## src/rtl/comp_sar_search.sv

```systemverilog
// Successive-approximation search that recovers the comparator's unknown a operand
// by driving trial values on guess and reading back eq/gt/lt, MSB first.
module comp_sar_search #(
  parameter int unsigned WIDTH = 4
) (
  input  logic             clk,
  input  logic             rst,
  input  logic             start,
  input  logic             cmp_eq,
  input  logic             cmp_gt,
  input  logic             cmp_lt,
  output logic [WIDTH-1:0] guess,
  output logic             busy,
  output logic             done,
  output logic [WIDTH-1:0] result,
  output logic             err
);

  localparam int unsigned IW = (WIDTH > 1) ? $clog2(WIDTH) : 1;
  localparam logic [0:0] IDLE  = 1'b0;
  localparam logic [0:0] TRIAL = 1'b1;
  localparam logic [WIDTH-1:0] MSB_ONLY = {1'b1, {(WIDTH-1){1'b0}}};
  localparam logic [IW-1:0]    IDX_TOP  = IW'(WIDTH - 1);

  logic [0:0]       state, state_n;
  logic [IW-1:0]    idx, idx_n;
  logic [WIDTH-1:0] guess_n, result_n;
  logic             busy_n, done_n, err_n;

  logic [WIDTH-1:0] bit_cur, bit_low;
  logic             one_hot, last, finish;

  // State and registered outputs
  always_ff @(posedge clk or posedge rst) begin
    if (rst) begin
      state  <= IDLE;
      idx    <= IDX_TOP;
      guess  <= '0;
      busy   <= 1'b0;
      done   <= 1'b0;
      result <= '0;
      err    <= 1'b0;
    end else begin
      state  <= state_n;
      idx    <= idx_n;
      guess  <= guess_n;
      busy   <= busy_n;
      done   <= done_n;
      result <= result_n;
      err    <= err_n;
    end
  end

  // Next-state and output decision; one comparator evaluation per TRIAL cycle
  always_comb begin
    state_n  = state;
    idx_n    = idx;
    guess_n  = guess;
    busy_n   = busy;
    done_n   = 1'b0;
    result_n = result;
    err_n    = err;
    finish   = 1'b0;

    bit_cur  = WIDTH'(1) << idx;
    bit_low  = bit_cur >> 1;
    // Odd flag count minus the all-three case leaves exactly-one-high
    one_hot  = (cmp_eq ^ cmp_gt ^ cmp_lt) & ~(cmp_eq & cmp_gt & cmp_lt);
    last     = (idx == '0);

    case (state)
      IDLE: begin
        if (start) begin
          guess_n = MSB_ONLY;
          idx_n   = IDX_TOP;
          busy_n  = 1'b1;
          err_n   = 1'b0;
          state_n = TRIAL;
        end
      end
      TRIAL: begin
        if (!one_hot) begin
          result_n = guess;
          err_n    = 1'b1;
          finish   = 1'b1;
        end else if (cmp_eq) begin
          result_n = guess;
          finish   = 1'b1;
        end else if (cmp_gt) begin
          if (last) begin
            result_n = guess;
            err_n    = 1'b1;
            finish   = 1'b1;
          end else begin
            guess_n = guess | bit_low;
            idx_n   = idx - IW'(1);
          end
        end else begin
          if (last) begin
            result_n = guess & ~bit_cur;
            finish   = 1'b1;
          end else begin
            guess_n = (guess & ~bit_cur) | bit_low;
            idx_n   = idx - IW'(1);
          end
        end

        if (finish) begin
          guess_n = result_n;
          busy_n  = 1'b0;
          done_n  = 1'b1;
          state_n = IDLE;
        end
      end
      default: state_n = IDLE;
    endcase
  end

endmodule

```

## config.mk

```make
export PLATFORM = sky130hd
export DESIGN_NAME = comp_sar_search
export DESIGN_NICKNAME = d
export VERILOG_FILES = /design/src/rtl/comp_sar_search.sv
export SDC_FILE = /design/constraint.sdc
export NUM_CORES = 1
export LEC_CHECK = 0
export ABC_AREA = 1
export BUFFER_PORTS_ARGS = -buffer_cell sky130_fd_sc_hd__buf_2
export CORE_MARGIN = 10
export CORE_UTILIZATION = 50
export DETAILED_ROUTE_END_ITERATION = 12
export PLACE_DENSITY = 0.73
export SLEW_MARGIN = 40
export SYNTH_ARGS = -nofsm -noshare
export SYNTH_HDL_FRONTEND = slang
export SYNTH_SLANG_ARGS = --single-unit
export TNS_END_PERCENT = 100
```

## constraint.sdc

```tcl
create_clock -name clk -period 2.7 [get_ports clk]
set_clock_uncertainty 0.2 [all_clocks]
set_input_delay 0.54 -clock clk [delete_from_list [all_inputs] [get_ports clk]]
set_output_delay 0.54 -clock clk [all_outputs]
set_load 0.03 [all_outputs]
```

==> impl_metrics.json <==
{
  "nFillCells": 183,
  "dr_total_vias": 942,
  "synth_top_area_cell": "dfrtp_1",
  "grt_pass1_wl_um": 3850,
  "seq_area_um2": 353,
  "fin_setup_tns_ps": 0,
  "slew_violations": 0,
  "row_count": 15,
  "startpoint": "idx[0]",
  "overflow": 0,
  "antenna_found_initial": 0,
  "drive_above_1_share_pct": 24.5,
  "worstSetupStartpointType": "flip-flop",
  "reg2reg_depth": 8,
  "hold_viol_final": 0,
  "cts_resized": 0,
  "layout_common_cells": "nand2_1 (36), nor2_1 (21), buf_2 (16), inv_1 (14), dfrtp_1 (12)",
  "synth_area_per_cell_um2": 7.19,
  "syn_area_um2": 950,
  "dp_hpwl_um": 1740,
  "first_iter_violations": 39,
  "crit_path_end": "guess[3]",
  "tightest_slew_ps": 550,
  "die-area_um2": 4040,
  "grt_start_max_net_pins": 15,
  "yosys_warnings": 0,
  "synth.area.top_cells": "dfrtp_1 (32%), nand2_1 (14%), nor2_1 (8.3%)",
  "synth.distinct_cells": 21,
  "core_area_um2": 1760,
  "ir_drop_mv": 0.476,
  "clk_pin_slew_worst_paths_ps": 80,
  "tritoncts": "built",
  "synth_top_area_share_pct": 31.6,
  "area_growth_pct": 14.8,
  "crit_required_ps": 2670,
  "hold_class": "input pin to asynchronous set/reset pin",
  "ys_ff_latch": 14,
  "finalCritPeriodShare_pct": 75.6,
  "insertion_delay_ps": 280,
  "p_leak_nw": 0.586,
  "power_density_nw_per_um2": 879,
  "h-tree-depth": 1,
  "io-pin-count": 17,
  "clk_path_buf_depth": 2,
  "dr.pass1.iters": 5,
  "clock_sinks": 14,
  "yosysSeqAreaShare_pct": 37.2,
  "r2r_setup_slack_ps": 660,
  "pre_cts_slack_ps": 615,
  "die_h_um": 63.6,
  "cts_buffers": 3,
  "cap_violations": 0,
  "ant_nets": 0,
  "vias_per_cell": 5.35,
  "drt-total-wl_um": 2260,
  "start_util_pct": 53.8,
  "avgRoutedWirePerCell_um": 12.8,
  "nets": 164,
  "critPathCaptureType": "flip-flop",
  "final_common_cell": "nand2_1",
  "multiInputGateArea_um2": 524,
  "port_buffers": 16,
  "layout_min_cycle_time_ps": 2040,
  "syn_nets": 144,
  "slew_headroom_pct": 63.3,
  "reg2reg_from": "idx[0]",
  "finalSetupViolations": 0,
  "track_usage_pct": 11.5,
  "die_w_um": 63.6,
  "reg2reg_to": "guess[3]",
  "layout_setup_ws_ps": 659,
  "p_total_mw": 0.958,
  "ctsHoldBuffers": 0,
  "crit_type": "flip-flop to flip-flop",
  "diodes": 0,
  "rsz0062_at_grt": "false",
  "cts_root_buf": "clkbuf_4",
  "status": "complete, no violations",
  "critPathArrivalTime_ps": 2010,
  "synth_cells": 132,
  "cp_max_fo": 5,
  "drc": 0,
  "post_cts.repair.setup_buffers": 0,
  "grt_pass1_vias": 933,
  "place.gp.congestion": 0.877,
  "fmax_ghz": 0.490
}
-- cells by family (layout without fill, tap and decap cells) --
kind of cell,after synthesis,after routing,share of synthesized area [%]
AOI/OAI and AO/OA,17,17,11.6
adders and majority gates,6,6,7.90
buffers and inverters,18,37,7.64
DFF,14,14,37.2
and+or+nand+nor,77,77,35.7
-- where the power goes --
part / internal (mW) / switching (mW) / total (mW) / leakage [nW]
combinational: 0.147 / 0.321 / 0.468 / 0.400
sequential: 0.278 / 0.0592 / 0.338 / 0.165
clock: 0.0822 / 0.0705 / 0.153 / 0.0210
total: 0.508 / 0.450 / 0.958 / 0.586
-- stage by stage --
step | hold WS, ps | instances | util (%) | cell area (um^2)
floorplan | 228 | 132 | - | 950
global placement | 268 | 172 | 59.7 | 1050
detailed placement | 266 | 172 | 59.7 | 1050
CTS | 95.6 | 176 | 61.8 | 1090
global route | 117 | 176 | 61.8 | 1090
finish | 82.5 | 176 | 61.8 | 1090
-- critical path, cell delays in order (launching register included) --
cell	delay [ps]
dfstp_2	550
inv_1	90
ha_1	290
nor2_1	260
nand3_2	160
nor2_1	160
nor2_1	70
nand2_1	70
nand2_1	60
-- state kept, by name (all words and copies together), names as in the netlist --
register / flops
busy: 1
done: 1
err: 1
guess: 4
idx: 2
result: 4
state: 1
-- worst min-delay path by stage --
stage	startpoint	endpoint
4_1_cts	rst	guess[0]
3_3_place_gp	busy	busy
2_1_floorplan	rst	busy
3_5_place_dp	busy	busy
5_1_grt	rst	state
6_report	rst	guess[2]
-- cell type report --
type                            count  share of cell area (%)
Multi-Input combinational cell    100                    48.1
Sequential cell                    14                    32.4
Timing Repair Buffer               16                    7.35
Inverter                           17                    5.97
Clock buffer                        4                    3.33
Tap cell                           25                    2.87
-- routing by layer --
layer | global-route usage, % | share of wire (%) | vias up
met3 | 4.59 | 9.7 | 9
met5 | 0 | 0 | -
li1 | - | - | 458
met2 | 19.0 | 46 | 37
met4 | 4.92 | 2.3 | 0
met1 | 12.6 | 42 | 438
-- synthesized netlist by cell type, drive strengths merged --
library cell and count:
dfrtp 12, ha 6, nand3 10, inv 16, buf 1, a22o 1
nand4 2, nor2 21, dfstp 2, nand3b 2, nand2 42, a31oi 2
a21oi 6, o21ai 8, clkinv 1
No activity file was read; power rests on OpenSTA's default activity.
